`src/rtl/rx_depack_if.sv`:
```
// Byte-stream input and FIFO-side output bundle of the receive depacketizer.
interface rx_depack_if;
    logic        rxdv;
    logic        rxer;
    logic [7:0]  rxbyte;
    logic        afull;
    logic [39:0] odata;
    logic        wren;
    logic        frame_ok;
    logic        frame_err;
    logic        frame_skip;

    // Source side: PHY byte stream and FIFO fill level
    modport master (
        output rxdv, rxer, rxbyte, afull,
        input  odata, wren, frame_ok, frame_err, frame_skip
    );

    // Depacketizer side
    modport slave (
        input  rxdv, rxer, rxbyte, afull,
        output odata, wren, frame_ok, frame_err, frame_skip
    );
endinterface

```
`src/rtl/rx_depack.sv`:
```
// Receive-side depacketizer: strips preamble/SFD/MAC header/FCS, checks
// EtherType and CRC-32, and repacks the payload into 40-bit sample words.
module rx_depack #(
    parameter logic [15:0] ETYPE     = 16'h88B5,
    parameter int unsigned MAX_WORDS = 300
) (
    input  logic        rxclk,
    input  logic        rstn,
    rx_depack_if.slave  bus
);

    localparam logic [31:0] CRC_POLY = 32'h04C11DB7;
    localparam logic [31:0] CRC_INIT = 32'hFFFFFFFF;
    // Residue in this MSB-first register orientation (bit-reverse of DEBB20E3)
    localparam logic [31:0] CRC_RES  = 32'hC704DD7B;
    localparam logic [7:0]  PRE_BYTE = 8'h55;
    localparam logic [7:0]  SFD_BYTE = 8'hD5;
    localparam int unsigned HDR_W    = 4;
    localparam int unsigned WCNT_W   = $clog2(MAX_WORDS + 1);

    typedef enum logic [2:0] {
        IDLE,
        PRE,
        HDR,
        PAY,
        DROP
    } state_t;

    state_t              state;
    logic                armed;
    logic [31:0]         crc;
    logic [HDR_W-1:0]    hdr_cnt;
    logic [7:0]          etype_hi;
    logic [3:0][7:0]     dly;
    logic [2:0]          dly_cnt;
    logic [31:0]         word_buf;
    logic [2:0]          byte_idx;
    logic [WCNT_W-1:0]   word_cnt;
    logic                ovf;
    logic                excess;
    logic                err_pend;
    logic                skip_pend;
    logic [39:0]         odata_q;
    logic                wren_q;
    logic                frame_ok_q;
    logic                frame_err_q;
    logic                frame_skip_q;

    logic                commit_c;
    logic [7:0]          commit_byte_c;
    logic [39:0]         word_c;
    logic [4:0]          wb_lsb_c;
    logic [31:0]         crc_upd_c;

    // CRC-32 over one byte, bits consumed LSB first, register kept MSB-first
    function automatic logic [31:0] crc_next(input logic [31:0] c, input logic [7:0] d);
        logic [31:0] r;
        r = c;
        for (int i = 0; i < 8; i++) begin
            if (r[31] ^ d[i]) begin
                r = {r[30:0], 1'b0} ^ CRC_POLY;
            end else begin
                r = {r[30:0], 1'b0};
            end
        end
        return r;
    endfunction

    // Oldest byte of the FCS-guard delay line and the word it would complete
    always_comb begin
        commit_c      = (dly_cnt == 3'd4);
        commit_byte_c = dly[3];
        word_c        = {commit_byte_c, word_buf};
        wb_lsb_c      = {byte_idx[1:0], 3'b000};
        crc_upd_c     = crc_next(crc, bus.rxbyte);
    end

    // Frame parser: state, CRC, delay line, word packing and status pulses
    always_ff @(posedge rxclk or negedge rstn) begin
        if (!rstn) begin
            state        <= IDLE;
            armed        <= 1'b0;
            crc          <= '0;
            hdr_cnt      <= '0;
            etype_hi     <= '0;
            dly          <= '0;
            dly_cnt      <= '0;
            word_buf     <= '0;
            byte_idx     <= '0;
            word_cnt     <= '0;
            ovf          <= 1'b0;
            excess       <= 1'b0;
            err_pend     <= 1'b0;
            skip_pend    <= 1'b0;
            odata_q      <= '0;
            wren_q       <= 1'b0;
            frame_ok_q   <= 1'b0;
            frame_err_q  <= 1'b0;
            frame_skip_q <= 1'b0;
        end else begin
            wren_q       <= 1'b0;
            frame_ok_q   <= 1'b0;
            frame_err_q  <= 1'b0;
            frame_skip_q <= 1'b0;

            // A partial frame in flight at reset release is ignored until rxdv drops
            if (!bus.rxdv) begin
                armed <= 1'b1;
            end

            case (state)
                IDLE: begin
                    if (bus.rxdv && armed && (bus.rxbyte == PRE_BYTE)) begin
                        state     <= PRE;
                        err_pend  <= 1'b0;
                        skip_pend <= 1'b0;
                        ovf       <= 1'b0;
                        excess    <= 1'b0;
                        dly_cnt   <= '0;
                        byte_idx  <= '0;
                        word_cnt  <= '0;
                        hdr_cnt   <= '0;
                    end
                end

                PRE: begin
                    if (!bus.rxdv) begin
                        state <= IDLE;
                    end else if (bus.rxbyte == SFD_BYTE) begin
                        state   <= HDR;
                        crc     <= CRC_INIT;
                        hdr_cnt <= '0;
                    end else if (bus.rxbyte != PRE_BYTE) begin
                        state <= DROP;
                    end
                end

                HDR: begin
                    // EtherType can only match on the last header byte, so no pulse here
                    if (!bus.rxdv) begin
                        state <= IDLE;
                    end else if (bus.rxer) begin
                        state <= DROP;
                    end else begin
                        crc     <= crc_upd_c;
                        hdr_cnt <= hdr_cnt + HDR_W'(1);
                        if (hdr_cnt == HDR_W'(12)) begin
                            etype_hi <= bus.rxbyte;
                        end
                        if (hdr_cnt == HDR_W'(13)) begin
                            if ({etype_hi, bus.rxbyte} == ETYPE) begin
                                state <= PAY;
                            end else begin
                                state     <= DROP;
                                skip_pend <= 1'b1;
                            end
                        end
                    end
                end

                PAY: begin
                    if (!bus.rxdv) begin
                        state <= IDLE;
                        if ((crc == CRC_RES) && (byte_idx == 3'd0) && !ovf && !excess) begin
                            frame_ok_q <= 1'b1;
                        end else begin
                            frame_err_q <= 1'b1;
                        end
                    end else if (bus.rxer) begin
                        state    <= DROP;
                        err_pend <= 1'b1;
                    end else begin
                        crc <= crc_upd_c;
                        dly <= {dly[2:0], bus.rxbyte};
                        if (!commit_c) begin
                            dly_cnt <= dly_cnt + 3'd1;
                        end
                        // Commit the byte that now has four bytes behind it
                        if (commit_c) begin
                            if (byte_idx == 3'd4) begin
                                byte_idx <= '0;
                                if (word_cnt < WCNT_W'(MAX_WORDS)) begin
                                    word_cnt <= word_cnt + WCNT_W'(1);
                                    if (bus.afull) begin
                                        ovf <= 1'b1;
                                    end else begin
                                        wren_q  <= 1'b1;
                                        odata_q <= word_c;
                                    end
                                end else begin
                                    excess <= 1'b1;
                                end
                            end else begin
                                word_buf[wb_lsb_c +: 8] <= commit_byte_c;
                                byte_idx                <= byte_idx + 3'd1;
                            end
                        end
                    end
                end

                DROP: begin
                    if (!bus.rxdv) begin
                        state        <= IDLE;
                        frame_skip_q <= skip_pend;
                        frame_err_q  <= err_pend;
                    end
                end

                default: begin
                    state <= IDLE;
                end
            endcase
        end
    end

    assign bus.odata      = odata_q;
    assign bus.wren       = wren_q;
    assign bus.frame_ok   = frame_ok_q;
    assign bus.frame_err  = frame_err_q;
    assign bus.frame_skip = frame_skip_q;

endmodule

```
`src/flat_wrapper.sv`:
```
// flat-port wrapper written by rule: the top's interface ports become plain ports
module rx_depack_flat 
#(
    parameter logic [15:0] ETYPE     = 16'h88B5,
    parameter int unsigned MAX_WORDS = 300
)
  (rxclk, rstn, bus_rxdv, bus_rxer, bus_rxbyte, bus_afull, bus_odata, bus_wren, bus_frame_ok, bus_frame_err, bus_frame_skip);
  rx_depack_if bus_i ();
  input  logic rxclk;
  input  logic rstn;
  input wire logic [$bits(bus_i.rxdv)-1:0] bus_rxdv;
  input wire logic [$bits(bus_i.rxer)-1:0] bus_rxer;
  input wire logic [$bits(bus_i.rxbyte)-1:0] bus_rxbyte;
  input wire logic [$bits(bus_i.afull)-1:0] bus_afull;
  output wire logic [$bits(bus_i.odata)-1:0] bus_odata;
  output wire logic [$bits(bus_i.wren)-1:0] bus_wren;
  output wire logic [$bits(bus_i.frame_ok)-1:0] bus_frame_ok;
  output wire logic [$bits(bus_i.frame_err)-1:0] bus_frame_err;
  output wire logic [$bits(bus_i.frame_skip)-1:0] bus_frame_skip;
  assign bus_i.rxdv = bus_rxdv;
  assign bus_i.rxer = bus_rxer;
  assign bus_i.rxbyte = bus_rxbyte;
  assign bus_i.afull = bus_afull;
  assign bus_odata = bus_i.odata;
  assign bus_wren = bus_i.wren;
  assign bus_frame_ok = bus_i.frame_ok;
  assign bus_frame_err = bus_i.frame_err;
  assign bus_frame_skip = bus_i.frame_skip;
  rx_depack #(.ETYPE(ETYPE), .MAX_WORDS(MAX_WORDS)) u_core (.rxclk(rxclk), .rstn(rstn), .bus(bus_i));
endmodule
```
`config.mk`:
```
export PLATFORM = sky130hd
export DESIGN_NAME = rx_depack_flat
export DESIGN_NICKNAME = d
export VERILOG_FILES = /design/src/rtl/rx_depack_if.sv /design/src/rtl/rx_depack.sv /design/src/flat_wrapper.sv
export SDC_FILE = /design/constraint.sdc
export NUM_CORES = 1
export LEC_CHECK = 0
export CORE_AREA = 10 10 176 178
export CTS_CLUSTER_DIAMETER = 80
export CTS_CLUSTER_SIZE = 28
export DETAILED_ROUTE_END_ITERATION = 10
export DIE_AREA = 0 0 186 188
export GPL_ROUTABILITY_DRIVEN = 0
export HOLD_SLACK_MARGIN = 0.06
export SKIP_LAST_GASP = 1
export SYNTH_ARGS = -nofsm -noshare
export SYNTH_HDL_FRONTEND = slang
export SYNTH_SLANG_ARGS = --single-unit
```
`constraint.sdc`:
```
create_clock -name rxclk -period 5.4 [get_ports rxclk]
set_input_delay 0.54 -clock rxclk [delete_from_list [all_inputs] [get_ports rxclk]]
set_output_delay 0.54 -clock rxclk [all_outputs]
set_load 0.03 [all_outputs]
```
==> impl_metrics.yaml, run 1 <==
logic_synthesis:
  syn_area_mm2: 0.00809
  ys.flop_type: "dfrtp_1"
  netlist_instances: 705
  ys_ff_latch: 175
  yosysSeqAreaShare_pct: 54.1
  postSynthAreaPerCell_um2: 11.5
  syn-num-nets: 728
  synth_cell_types: 64
  synth_edf_count: 0
  async_reset_ff_share_pct: 100
  ys_warn_count: 0
critical_path:
  path_class: "input port to flip-flop"
  rrSetupSlack_ns: 2.52
  arrival_ns: 3.33
  cp.required_ns: 5.71
  reg2reg_depth: 7
  cp_common_cell: "buf_4"
  crit_path_end_kind: "flip-flop"
  crit_fanout: 41
  path_buf_inv: 3
  crit_family: "buffers and inverters"
  worst_r2r_startpoint: "u_core.state[0]$_DFFE_PN0P_"
  r2r-end: "u_core.bus.odata[27]$_DFFE_PN0P_"
  crit_slowest_cell: "clkdlybuf4s50_1"
  path_cells: "clkdlybuf4s50_1 -> nand2b_1 -> nor2_2 -> buf_4 -> nand3_1 -> nor3b_4 -> buf_4 -> mux2_2"
  critPathMaxStageDelay_ns: 0.76
  start_kind: "input port"
global_route:
  overflow: 0
  grt_max_degree: 87
  antenna_found_initial: 0
  grt_pass1_vias: 5499
  grt.total_usage_pct: 10.7
  grt_pass1_wl_mm: 30.0
sta:
  tns_ns: 0
  rsz0062_at_grt: "no"
  clock.fmax_mhz: 331
  period_needed_ns: 3.03
  setup_viol: 0
  drv_slew: 0
  tightest_slew_ns: 1.07
  finalCritPeriodShare_pct: 56.0
  hold_viol: 0
  worst_slew_margin_rel_pct: 28.6
  skew_ns: 0.0188
  finalWorstSetupSlack_ns: 2.37
cts:
  numCtsBuffers: 17
  cts_root_buf: "clkbuf_16"
  cts_resized: 0
  clk_pin_slew_worst_paths_ns: 0.08
  worstSkewPairLatency_ns: 0.44
  cts_sinks: 175
  cts_tree: "yes"
  post_cts_buffers: 0
  ctsHoldBuffers: 0
  clock_path_buffers: 2
  h-tree-depth: 4
detailed_routing:
  dr.pass1.iters: 4
  viasPerCell: 4.82
  antenna_left: 0
  drt_iter0_drc: 394
  via_count: 5384
  wl_per_cell_um: 16.2
  wl_mm: 18.1
  drc: 0
placed_design:
  dp_hpwl_mm: 12.4
  pre_cts_slack_ns: 1.93
  portBuffers: 56
die:
  core_mm2: 0.0275
  io_pins: 57
  rows: 61
  dieArea_mm2: 0.0350
  initial_core_util_pct: 29.4
  fp.dieW_um: 186
  die_h_um: 188
power:
  ir_drop_uv: 352
  leakage_nw: 4.23
  p_per_area_mw_per_mm2: 443
finish:
  nets: 781
  syn_to_final_growth_pct: 19.7
  drive_above_1_share_pct: 17.6
  n_antenna_cell: 0
run_status:
  status: "finished, final reports clean"
job:
  maxCapViolCount: 0
hold_path:
  min_path_type: "input port to asynchronous set/reset pin"
cells in the final DEF (no fill, tap or decap), types with 3 or more instances in the layout:
cell,instances
a21oi_1,44
a31oi_1,4
buf_4,6
clkbuf_16,17
clkdlybuf4s50_1,55
clkinv_8,7
dfrtp_1,175
ha_1,10
inv_1,28
mux2_2,78
nand2_1,48
nand2b_1,5
nand3_1,26
nand4_1,3
nand4b_1,6
nor2_1,42
nor3_1,8
nor3b_1,5
nor4b_1,3
o2111ai_1,4
o21ai_0,46
o31ai_1,7
or4_1,6
xnor2_1,41
xnor2_2,5
xor2_1,22
layer usage:
| metal | wire, um | GRT usage (%) |
|---|---|---|
| met5 | 0 | 0 |
| met4 | 161 | 3.04 |
| met3 | 690 | 2.44 |
| met2 | 8700 | 17.0 |
| met1 | 8590 | 14.2 |
synthesized netlist by cell type (3+ instances only):
cell type / number / area, um2
dfrtp_1: 175 / 4380
mux2_2: 78 / 878
nand2_1: 48 / 180
o21ai_0: 46 / 230
a21oi_1: 45 / 225
nor2_1: 42 / 158
xnor2_1: 41 / 359
inv_1: 28 / 105
nand3_1: 26 / 130
xor2_1: 22 / 193
clkbuf_1: 16 / 60.1
ha_1: 10 / 125
nor3_1: 8 / 40.0
o31ai_1: 7 / 52.6
buf_4: 6 / 45.0
nand4b_1: 6 / 52.6
or4_1: 6 / 45.0
buf_2: 5 / 25.0
nand2b_1: 5 / 31.3
nor3b_1: 5 / 37.5
xnor2_2: 5 / 81.3
a31oi_1: 4 / 25.0
o2111ai_1: 4 / 35.0
nand4_1: 3 / 18.8
nor4b_1: 3 / 26.3
area by class of cell:
type / instances / area [um2]
Clock buffer: 17 / 425
Clock inverter: 15 / 238
Fill cell: 2707 / 17800
Inverter: 28 / 105
Multi-Input combinational cell: 474 / 3500
Sequential cell: 175 / 4380
Tap cell: 346 / 433
Timing Repair Buffer: 62 / 607
state kept, by name (all words and copies together), names as in the netlist:
signal	cells
u_core.word_buf	32
u_core.err_pend	1
u_core.commit_byte_c	8
u_core.bus.odata	40
u_core.dly_cnt	3
u_core.dly	24
u_core.excess	1
u_core.skip_pend	1
u_core.word_cnt	9
u_core.bus.frame_ok	1
u_core.crc	32
u_core.byte_idx	3
u_core.ovf	1
u_core.armed	1
u_core.bus.frame_err	1
u_core.bus.wren	1
u_core.state	3
u_core.hdr_cnt	4
u_core.bus.frame_skip	1
u_core.etype_hi	8
power by group:
part	internal [W]	switching, W
combinational	0.000641	0.000739
sequential	0.00144	0.000141
clock	0.000724	0.000607
total	0.00280	0.00149
through the flow:
step / cells / total power, W / hold slack [ns] / cell area, um2 / util (%)
finish: 1117 / 0.00429 / 0.152 / 9680 / 35.2
global route: 1117 / 0.00453 / 0.196 / 9680 / 35.2
CTS: 1117 / 0.00434 / 0.185 / 9680 / 35.2
detailed placement: 1085 / 0.00298 / 0.468 / 9020 / 32.8
global placement: 1085 / 0.00298 / 0.458 / 9020 / 32.8
floorplan: 705 / 0.00268 / 0.244 / 8090 / -
how the worst max path moves through the flow:
stage / slack (ns) / to / from / cells past startpoint
2_1_floorplan: 3.08 / u_core.bus.frame_err$_DFF_PN0_ / u_core.byte_idx[0]$_DFFE_PN0P_ / 8
3_3_place_gp: 1.96 / u_core.bus.odata[32]$_DFFE_PN0P_ / bus_rxdv / 8
3_5_place_dp: 1.93 / u_core.bus.odata[38]$_DFFE_PN0P_ / bus_rxdv / 8
4_1_cts: 2.38 / u_core.bus.odata[27]$_DFFE_PN0P_ / bus_rxdv / 8
5_1_grt: 2.14 / u_core.bus.odata[32]$_DFFE_PN0P_ / bus_rxdv / 8
6_report: 2.37 / u_core.bus.odata[27]$_DFFE_PN0P_ / bus_rxdv / 8
kinds of logic (layout without fill, tap and decap cells):
logic type,Yosys count,after routing,synth area share (%)
buffers and inverters,56,122,2.95
AO/OA/AOI/OAI,137,137,10.3
flip-flops,175,175,54.1
AND/OR/NAND/NOR,177,177,11.6
adder cells (fa/ha/maj),10,10,1.55
XOR/XNOR,70,70,8.31
multiplexers,80,80,11.1
No activity file was read; power rests on OpenSTA's default activity.
==> inputs of run 2 (changes only) <==
clock period = 2.55 ns   (was 5.4 ns; I/O delays follow)
==> run 2 against run 1 <==
  * Combinational power increased by 130%
  * Critical path depth is 1 lower
  * Sequential share of layout area fell by 1.4 points
  * Clock power increased by 94%
  * Global-route usage is 0.35 points higher
  * Clock skew fell by 0.0074 ns
  * Worst hold slack better by 0.26 ns
  * Setup slack got worse by 2.2 ns
  * Highest routed layer unchanged
==> impl_metrics.yaml, run 2 (synthesis results as in run 1) <==
critical_path:
  start_kind: "flip-flop"
  crit_path_end_kind: "flip-flop"
  rrSetupSlack_ns: 0.18
  worst_r2r_startpoint: "u_core.byte_idx[0]$_DFFE_PN0P_"
  crit_fanout: 6
  reg2reg_depth: 7
  startpoint: "u_core.byte_idx[0]$_DFFE_PN0P_"
  crit_end: "u_core.bus.frame_err$_DFF_PN0_"
  r2r-end: "u_core.bus.frame_err$_DFF_PN0_"
  cp.required_ns: 2.87
  path_class: "flip-flop to flip-flop"
  arrival_ns: 2.69
global_route:
  grt_max_degree: 75
  antenna_found_initial: 0
  grt_pass1_vias: 5707
  grt_pass1_wl_mm: 31.0
  grt.total_usage_pct: 11.0
  overflow: 0
power:
  finalPower_w: 0.00911
  leakage_nw: 4.41
  p_per_area_mw_per_mm2: 913
  ir_drop_uv: 515
cts:
  cts_tree: "yes"
  clk_pin_slew_worst_paths_ns: 0.07
  cts_sinks: 175
  numCtsBuffers: 17
  clock_path_buffers: 2
  cts_root_buf: "clkbuf_16"
  h-tree-depth: 4
  worstSkewPairLatency_ns: 0.43
finish:
  drive_above_1_share_pct: 22.1
  mostFrequentLayoutCells: "dfrtp_1, mux2_2, clkdlybuf4s50_1"
  final_cells: 1160
  largest_reg_flops: 40
  n_antenna_cell: 0
  final_area_mm2: 0.00999
  nets: 824
  fillerInstances: 2730
  mostFrequentLayoutCell: "dfrtp_1"
  syn_to_final_growth_pct: 23.4
hold_path:
  min_path_type: "input port to asynchronous set/reset pin"
sta:
  drv_slew: 0
  clock.fmax_mhz: 422
  worst_slew_margin_rel_pct: 53.2
  tns_ns: 0
  period_needed_ns: 2.37
  setup_viol: 0
  holdWs_ns: 0.413
  skew_ns: 0.0115
  hold_viol: 0
  finalCritPeriodShare_pct: 92.9
  rsz0062_at_grt: "no"
  tightest_slew_ns: 0.702
detailed_routing:
  wl_mm: 18.7
  antenna_left: 0
  viasPerCell: 4.77
  drc: 0
  dr.pass1.iters: 4
  wl_per_cell_um: 16.2
  via_count: 5537
  drt_iter0_drc: 373
placed_design:
  placed_area_mm2: 0.00940
  placed_cells: 1127
  portBuffers: 56
  dp_hpwl_mm: 13.4
die:
  initial_core_util_pct: 29.4
  fp.dieW_um: 186
  dieArea_mm2: 0.0350
  rows: 61
  io_pins: 57
  core_mm2: 0.0275
  die_h_um: 188
job:
  maxCapViolCount: 0
run_status:
  status: "finished, final reports clean"
run 2: changes by cell type in the layout (fill, tap and decap cells not counted), sizes merged:
| cell | previous run | this run |
|---|---|---|
| clkinv | 7 | 2 |
| bufinv | 2 | 1 |
| clkinvlp | 1 | 2 |
| clkbuf | 17 | 18 |
| buf | 7 | 49 |
| dlygate4sd3 | 0 | 1 |
| inv | 33 | 37 |
run 2: timing repair:
action,CTS,global route
gates resized for setup,0,3
buffers inserted,0,0
hold buffers,1,0
setup endpoints to repair,0,13
endpoints found under the hold margin,71,0
run 2: worst min-delay path by stage:
stage | start | slack, ns | depth (start not counted) | endpoint
after global routing | rstn | 0.47 | 2 | u_core.bus.wren$_DFF_PN0_
after detailed placement | rstn | 0.34 | 1 | u_core.bus.wren$_DFF_PN0_
after floorplan | rstn | -0.04 | 0 | u_core.armed$_DFFE_PN0N_
after global placement | rstn | 0.34 | 1 | u_core.bus.wren$_DFF_PN0_
after CTS | rstn | 0.44 | 2 | u_core.bus.wren$_DFF_PN0_
final | rstn | 0.41 | 2 | u_core.bus.wren$_DFF_PN0_
run 2: per-stage QoR:
step | worst slack (ns) | util (%)
after global routing | 0.0233 | 36.3
after floorplan | 0.230 | -
after CTS | 0.111 | 36.3
final | 0.181 | 36.3
after global placement | 0.0766 | 34.2
after detailed placement | 0.0310 | 34.2
run 2: area by class of cell:
type | count | area (um2) | share of cell area, %
flip-flops and latches | 175 | 4380 | 43.9
multi-input cells | 474 | 3500 | 35.1
repair buffers | 105 | 995 | 9.96
well taps | 346 | 433 | 4.34
clock buffers | 18 | 429 | 4.30
clock inverters | 14 | 143 | 1.43
inverters | 28 | 105 | 1.05
run 2: per-layer routing:
layer	share of wire [%]	vias up	track usage (%)
met4	0.86	0	2.88
met5	0	-	0
met1	47	2784	14.5
met3	3.4	14	2.61
li1	-	2665	-
met2	48	74	17.7
run 2: where the power goes:
part / switching (W) / leakage, nW / internal (W) / total, W
Sequential: 0.000317 / 2.25 / 0.00305 / 0.00337
Clock: 0.00120 / 0.277 / 0.00138 / 0.00258
Combinational: 0.00160 / 1.89 / 0.00156 / 0.00316
run 2: critical path: stages (launching register included):
cell and delay [ns]:
dfrtp_1 0.45, inv_2 0.13, ha_1 0.21, nand4b_1 0.14, or4_1 0.48, or4_1 0.61
a32oi_1 0.19, nor2_1 0.06
==> inputs of run 3 (changes only) <==
ABC_CLOCK_PERIOD_IN_PS = 2550   (was not set)
CAP_MARGIN = 40   (was not set)
==> results of run 3 <==
The final DEF is identical to that of run 2; final timing and power are the same.
==> RTL edit 1, RTL diff (config.mk and constraints of run 2) <==
Re-encode `state_t` (5 states) as Gray code, 3 bits wide.
--- a/src/rtl/rx_depack.sv
+++ b/src/rtl/rx_depack.sv
@@ -19,11 +19,11 @@
     localparam int unsigned WCNT_W   = $clog2(MAX_WORDS + 1);
 
     typedef enum logic [2:0] {
-        IDLE,
-        PRE,
-        HDR,
-        PAY,
-        DROP
+        IDLE = 3'b000,
+        PRE  = 3'b001,
+        HDR  = 3'b011,
+        PAY  = 3'b010,
+        DROP = 3'b110
     } state_t;
 
     state_t              state;
Check against the original RTL: no difference found for any inputs over 4 cycles, from zero or initial values and one cycle with rstn low; so few cycles prove little.
==> RTL edit 1 against run 2 <==
Routed wire length fell by 5.9%. First-iteration DRC count fell by 31%. Worst setup slack got worse by 0.063 ns. Critical path depth fell by 1. Synthesized area rose by 1.1%. Power rose by 15%. Global-route usage fell by 0.81 points. Sequential share of layout area fell by 0.67 points. Cell area rose by 1.6%. Sequential cell count did not move. Die area did not move.
==> RTL edit 1: results (changes against run 2) <==
metric,value,unit,change
wl_per_cell,15.1,um,-6.4%
ys_seq_area_frac,0.536,,-0.00580
io_buffers,56,,unchanged
r2r-start,u_core.word_cnt[2],,
cts_buffer_depth,2,,unchanged
finalClockSkew,0.0113,ns,-0.000232 ns
async_reset_ff_frac,1.00,,unchanged
yosys-top-cells-area,"dfrtp_1 54%, mux2_4 7.3%, mux2_2 5.8%, xnor2_1 4.1%, nand2_1 3.9%",,
grt_usage,0.102,,-0.00813
drt_iter0_drc,256,,-31%
grt_pass1_vias,5378,,-5.8%
cts_setup_buffers,0,,unchanged
dr.pass1.iters,4,,unchanged
antenna_found_initial,0,,unchanged
ys_warn_count,0,,unchanged
status,finished clean,,
required,2.86,ns,about the same
cts-resized-gates,0,,unchanged
worst_pin_slew,0.667,ns,-0.0347 ns
cp_max_fo,40,,+34
ctsHtreeMaxLevel,4,,unchanged
synth_common_cells,"175 x dfrtp_1, 84 x nand2_1, 43 x nor2_1, 42 x mux2_2, 40 x mux2_4",,
place_ws,0.0294,ns,-0.00155 ns
grt_start_max_net_pins,67,,-11%
num-fill-cells,2670,,-2.2%
hold_path_class,in2async,,
detail_route.vias_per_cell,4.60,,-3.6%
peakVddDrop,0.645,mV,+25%
n_antenna_cell,0,,unchanged
p_sw,3.64,mW,+17%
critPathKind,reg2reg,,
layout-drive-gt1-share,0.223,,+0.00204
ys_types,61,,-4.7%
p_leak,4.51,nW,+2.1%
place_hpwl,12500,um,-7.0%
synth_nets,724,,-0.55%
num-nets-final,830,,+0.73%
cts_buffers,17,,unchanged
largest_reg_flops,40,,unchanged
clkTransAtPathRegs,0.07,ns,about the same
grt_pass1_wl,28900,um,-6.6%
finalSetupViolations,0,,unchanged
[RTL edit 1: layout make-up]
type                    count  area [um^2]  share of cell area
repair buffers            118         1080               0.106
clock inverters            14          169              0.0167
clock buffers              18          429              0.0423
multi-input cells         482         3600               0.355
flip-flops and latches    175         4380               0.432
inverters                  13         48.8             0.00481
well taps                 346          433              0.0427
[RTL edit 1: per-layer routing]
metal / global-route usage / vias up / share of wire
met2: 0.161 / 100 / 0.46
met5: 0 / - / 0
met1: 0.139 / 2597 / 0.49
li1: - / 2662 / -
met3: 0.0230 / 8 / 0.047
met4: 0.0242 / 0 / 0.0062
[RTL edit 1: final timing paths]
kind	to	slack, ns	depth (start not counted)
worst max register to register	u_core.bus.odata[30]	0.12	6
max in group asynchronous	u_core.bus.odata[13]	1.41	3
min in group rxclk	u_core.armed	0.47	1
worst max-delay path	u_core.bus.odata[30]	0.12	6
worst min register to register	u_core.armed	0.47	1
worst min-delay path	u_core.bus.odata[16]	0.40	2
[RTL edit 1: worst max-delay path, stage by stage, from the launching register on]
cell      delay (ns)
dfrtp_1         0.39
a21o_1          0.19
a211oi_1        0.32
o211ai_1        0.14
or4_2           0.69
buf_12          0.23
mux2_4          0.33
[RTL edit 1: logic make-up after synthesis]
kind of cell / synth area share
XOR/XNOR: 0.0800
AND/OR/NAND/NOR: 0.125
buffers and inverters: 0.0243
AO/OA/AOI/OAI: 0.0803
flip-flops: 0.536
adder cells (fa/ha/maj): 0.0153
multiplexers: 0.140
[RTL edit 1: stage by stage]
| step | area [um^2] | cells | utilization |
|---|---|---|---|
| after CTS | 10100 | 1166 | 0.369 |
| final | 10100 | 1166 | 0.369 |
| after floorplan | 8180 | 701 | - |
| after global placement | 9530 | 1133 | 0.347 |
| after global routing | 10100 | 1166 | 0.369 |
| after detailed placement | 9530 | 1133 | 0.347 |
[RTL edit 1: power by group through the flow]
stage,clock network [mW],logic (mW),registers [mW]
global placement,0,4.02,3.82
finish,2.68,4.03,3.77
CTS,2.75,4.06,3.78
global route,2.86,4.45,3.84
floorplan,0,2.92,3.68
detailed placement,0,4.03,3.83
[RTL edit 1: what timing repair did]
item,CTS,global route
hold endpoints to repair,63,0
hold buffers,1,0
setup endpoints to repair,0,0
==> RTL edit 2, RTL diff (config.mk and constraints of run 2) <==
Without the edit above. `MAX_WORDS` is set to 300 in 2 places; all go to 600.
--- a/src/rtl/rx_depack.sv
+++ b/src/rtl/rx_depack.sv
@@ -2,7 +2,7 @@
 // EtherType and CRC-32, and repacks the payload into 40-bit sample words.
 module rx_depack #(
     parameter logic [15:0] ETYPE     = 16'h88B5,
-    parameter int unsigned MAX_WORDS = 300
+    parameter int unsigned MAX_WORDS = 600
 ) (
     input  logic        rxclk,
     input  logic        rstn,
--- a/src/flat_wrapper.sv
+++ b/src/flat_wrapper.sv
@@ -2,7 +2,7 @@
 module rx_depack_flat 
 #(
     parameter logic [15:0] ETYPE     = 16'h88B5,
-    parameter int unsigned MAX_WORDS = 300
+    parameter int unsigned MAX_WORDS = 600
 )
   (rxclk, rstn, bus_rxdv, bus_rxer, bus_rxbyte, bus_afull, bus_odata, bus_wren, bus_frame_ok, bus_frame_err, bus_frame_skip);
   rx_depack_if bus_i ();
Behaviour: no difference found for any inputs over 4 cycles, from zero or initial values and one cycle with rstn low; that may be too few to reach the edited logic, so the function may still have changed.
==> RTL edit 2 against run 2 <==
Routed wire length is 1.9% higher. Power is 5.5% lower. Sequential cell count is 1 higher. Synthesized area is 2.4% higher. Non-clock buffer count is 13 higher. Worst setup slack worse by 0.017 ns. Global-route usage is 0.28 points higher. Cell area is 2.7% higher. Critical path type unchanged.
==> RTL edit 2: results (changes against run 2) <==
metric,value,unit,change
status,finished clean,,
p_leak,4.58,nW,+3.8%
async_reset_ff_frac,1.00,,unchanged
io_buffers,56,,unchanged
synth_cells,704,,-0.14%
ys_warn_count,0,,unchanged
ctsHtreeMaxLevel,4,,unchanged
clk_latency,0.43,ns,about the same
pwr-share-clk,0.315,,+0.032
cts_buffers,17,,unchanged
dr.pass1.iters,6,,+2
ys_types,65,,+1.6%
largest_reg_flops,40,,unchanged
clkTransAtPathRegs,0.07,ns,about the same
drt-total-wl,19100,um,+1.9%
synth_common_cells,"176 x dfrtp_1, 66 x nand2_1, 45 x a21oi_1, 44 x nor2_1, 42 x mux2_2",,
crit_slowest_cell,or4_1,,
cp_max_fo,4,,-2
slowest_delay,0.66,ns,+0.05 ns
ys_seq_area_frac,0.532,,-0.00957
total_power,8.61,mW,-5.5%
antenna_found_initial,0,,unchanged
synth_nets,727,,-0.14%
critical_path_arrival,2.71,ns,+0.02 ns
final-seq-area,4400,um^2,+0.57%
drt_iter0_drc,422,,+13%
slew-limit-headroom,0.388,,-0.144
synth_flop_cell,dfrtp_1,,
cp_top_family,simple AND/OR/NAND/NOR gates,,
grt_start_max_net_pins,61,,-19%
hold_path_class,in2async,,
yosys-top-cells-area,"dfrtp_1 53%, mux2_2 5.7%, mux2_1 5.4%, xnor2_1 3.5%, nand2_1 3.0%",,
grt_pass1_wl,31700,um,+2.4%
cts_root_buffer,clkbuf_16,,
vias,5609,,+1.3%
place_hpwl,13700,um,+2.1%
placed_cells,1137,,+0.89%
num-nets-final,834,,+1.2%
n_antenna_cell,0,,unchanged
num-fill-cells,2695,,-1.3%
p_sw,2.66,mW,-15%
finalClockSkew,0.00911,ns,-0.00238 ns
cts_buffer_depth,2,,unchanged
place_ws,-0.104,ns,-0.135 ns
place_area,9630,um^2,+2.5%
peakVddDrop,0.481,mV,-6.7%
layout-drive-gt1-share,0.200,,-0.0206
grt_usage,0.113,,+0.00279
fin_cells,1169,,+0.78%
grt_pass1_vias,5807,,+1.8%
p_seq,3.19,mW,-5%
[RTL edit 2: cell type report]
| cell class | count | share of cell area |
|---|---|---|
| clock buffer | 18 | 0.0428 |
| multi-input combinational | 489 | 0.360 |
| sequential | 176 | 0.429 |
| clock inverter | 13 | 0.0166 |
| inverter | 9 | 0.00329 |
| timing repair buffer | 118 | 0.105 |
| tap | 346 | 0.0422 |
[RTL edit 2: kinds of logic after synthesis]
| group | share of synthesized area |
|---|---|
| compound gates | 0.0947 |
| xor+xnor | 0.0935 |
| fa+ha+maj | 0.0151 |
| buf+inv | 0.0254 |
| flops | 0.532 |
| mux | 0.111 |
| simple gates | 0.128 |
[RTL edit 2: path summary, 6_finish.rpt]
| check | from | end | cells after the start | slack, ns |
|---|---|---|---|---|
| max in group asynchronous | rstn | u_core.crc[21] | 3 | 1.47 |
| max reg2reg | u_core.byte_idx[0] | u_core.bus.frame_err | 7 | 0.16 |
| min | rstn | u_core.bus.odata[36] | 2 | 0.33 |
| min in group rxclk | u_core.armed | u_core.armed | 1 | 0.47 |
| min reg2reg | u_core.armed | u_core.armed | 1 | 0.47 |
| max | u_core.byte_idx[0] | u_core.bus.frame_err | 7 | 0.16 |
[RTL edit 2: what timing repair did]
action	in CTS	in global routing
endpoints found under the setup margin	0	1
gates resized for setup	0	1
endpoints found under the hold margin	48	0
hold buffers	1	0
setup buffers	0	0
[RTL edit 2: per-layer routing]
metal  routed length (um)  track usage  share of wire
met5                    0            0              0
met4                  184       0.0313         0.0096
met3                  838       0.0271          0.044
met2                 8790        0.175           0.46
met1                 9290        0.153           0.49
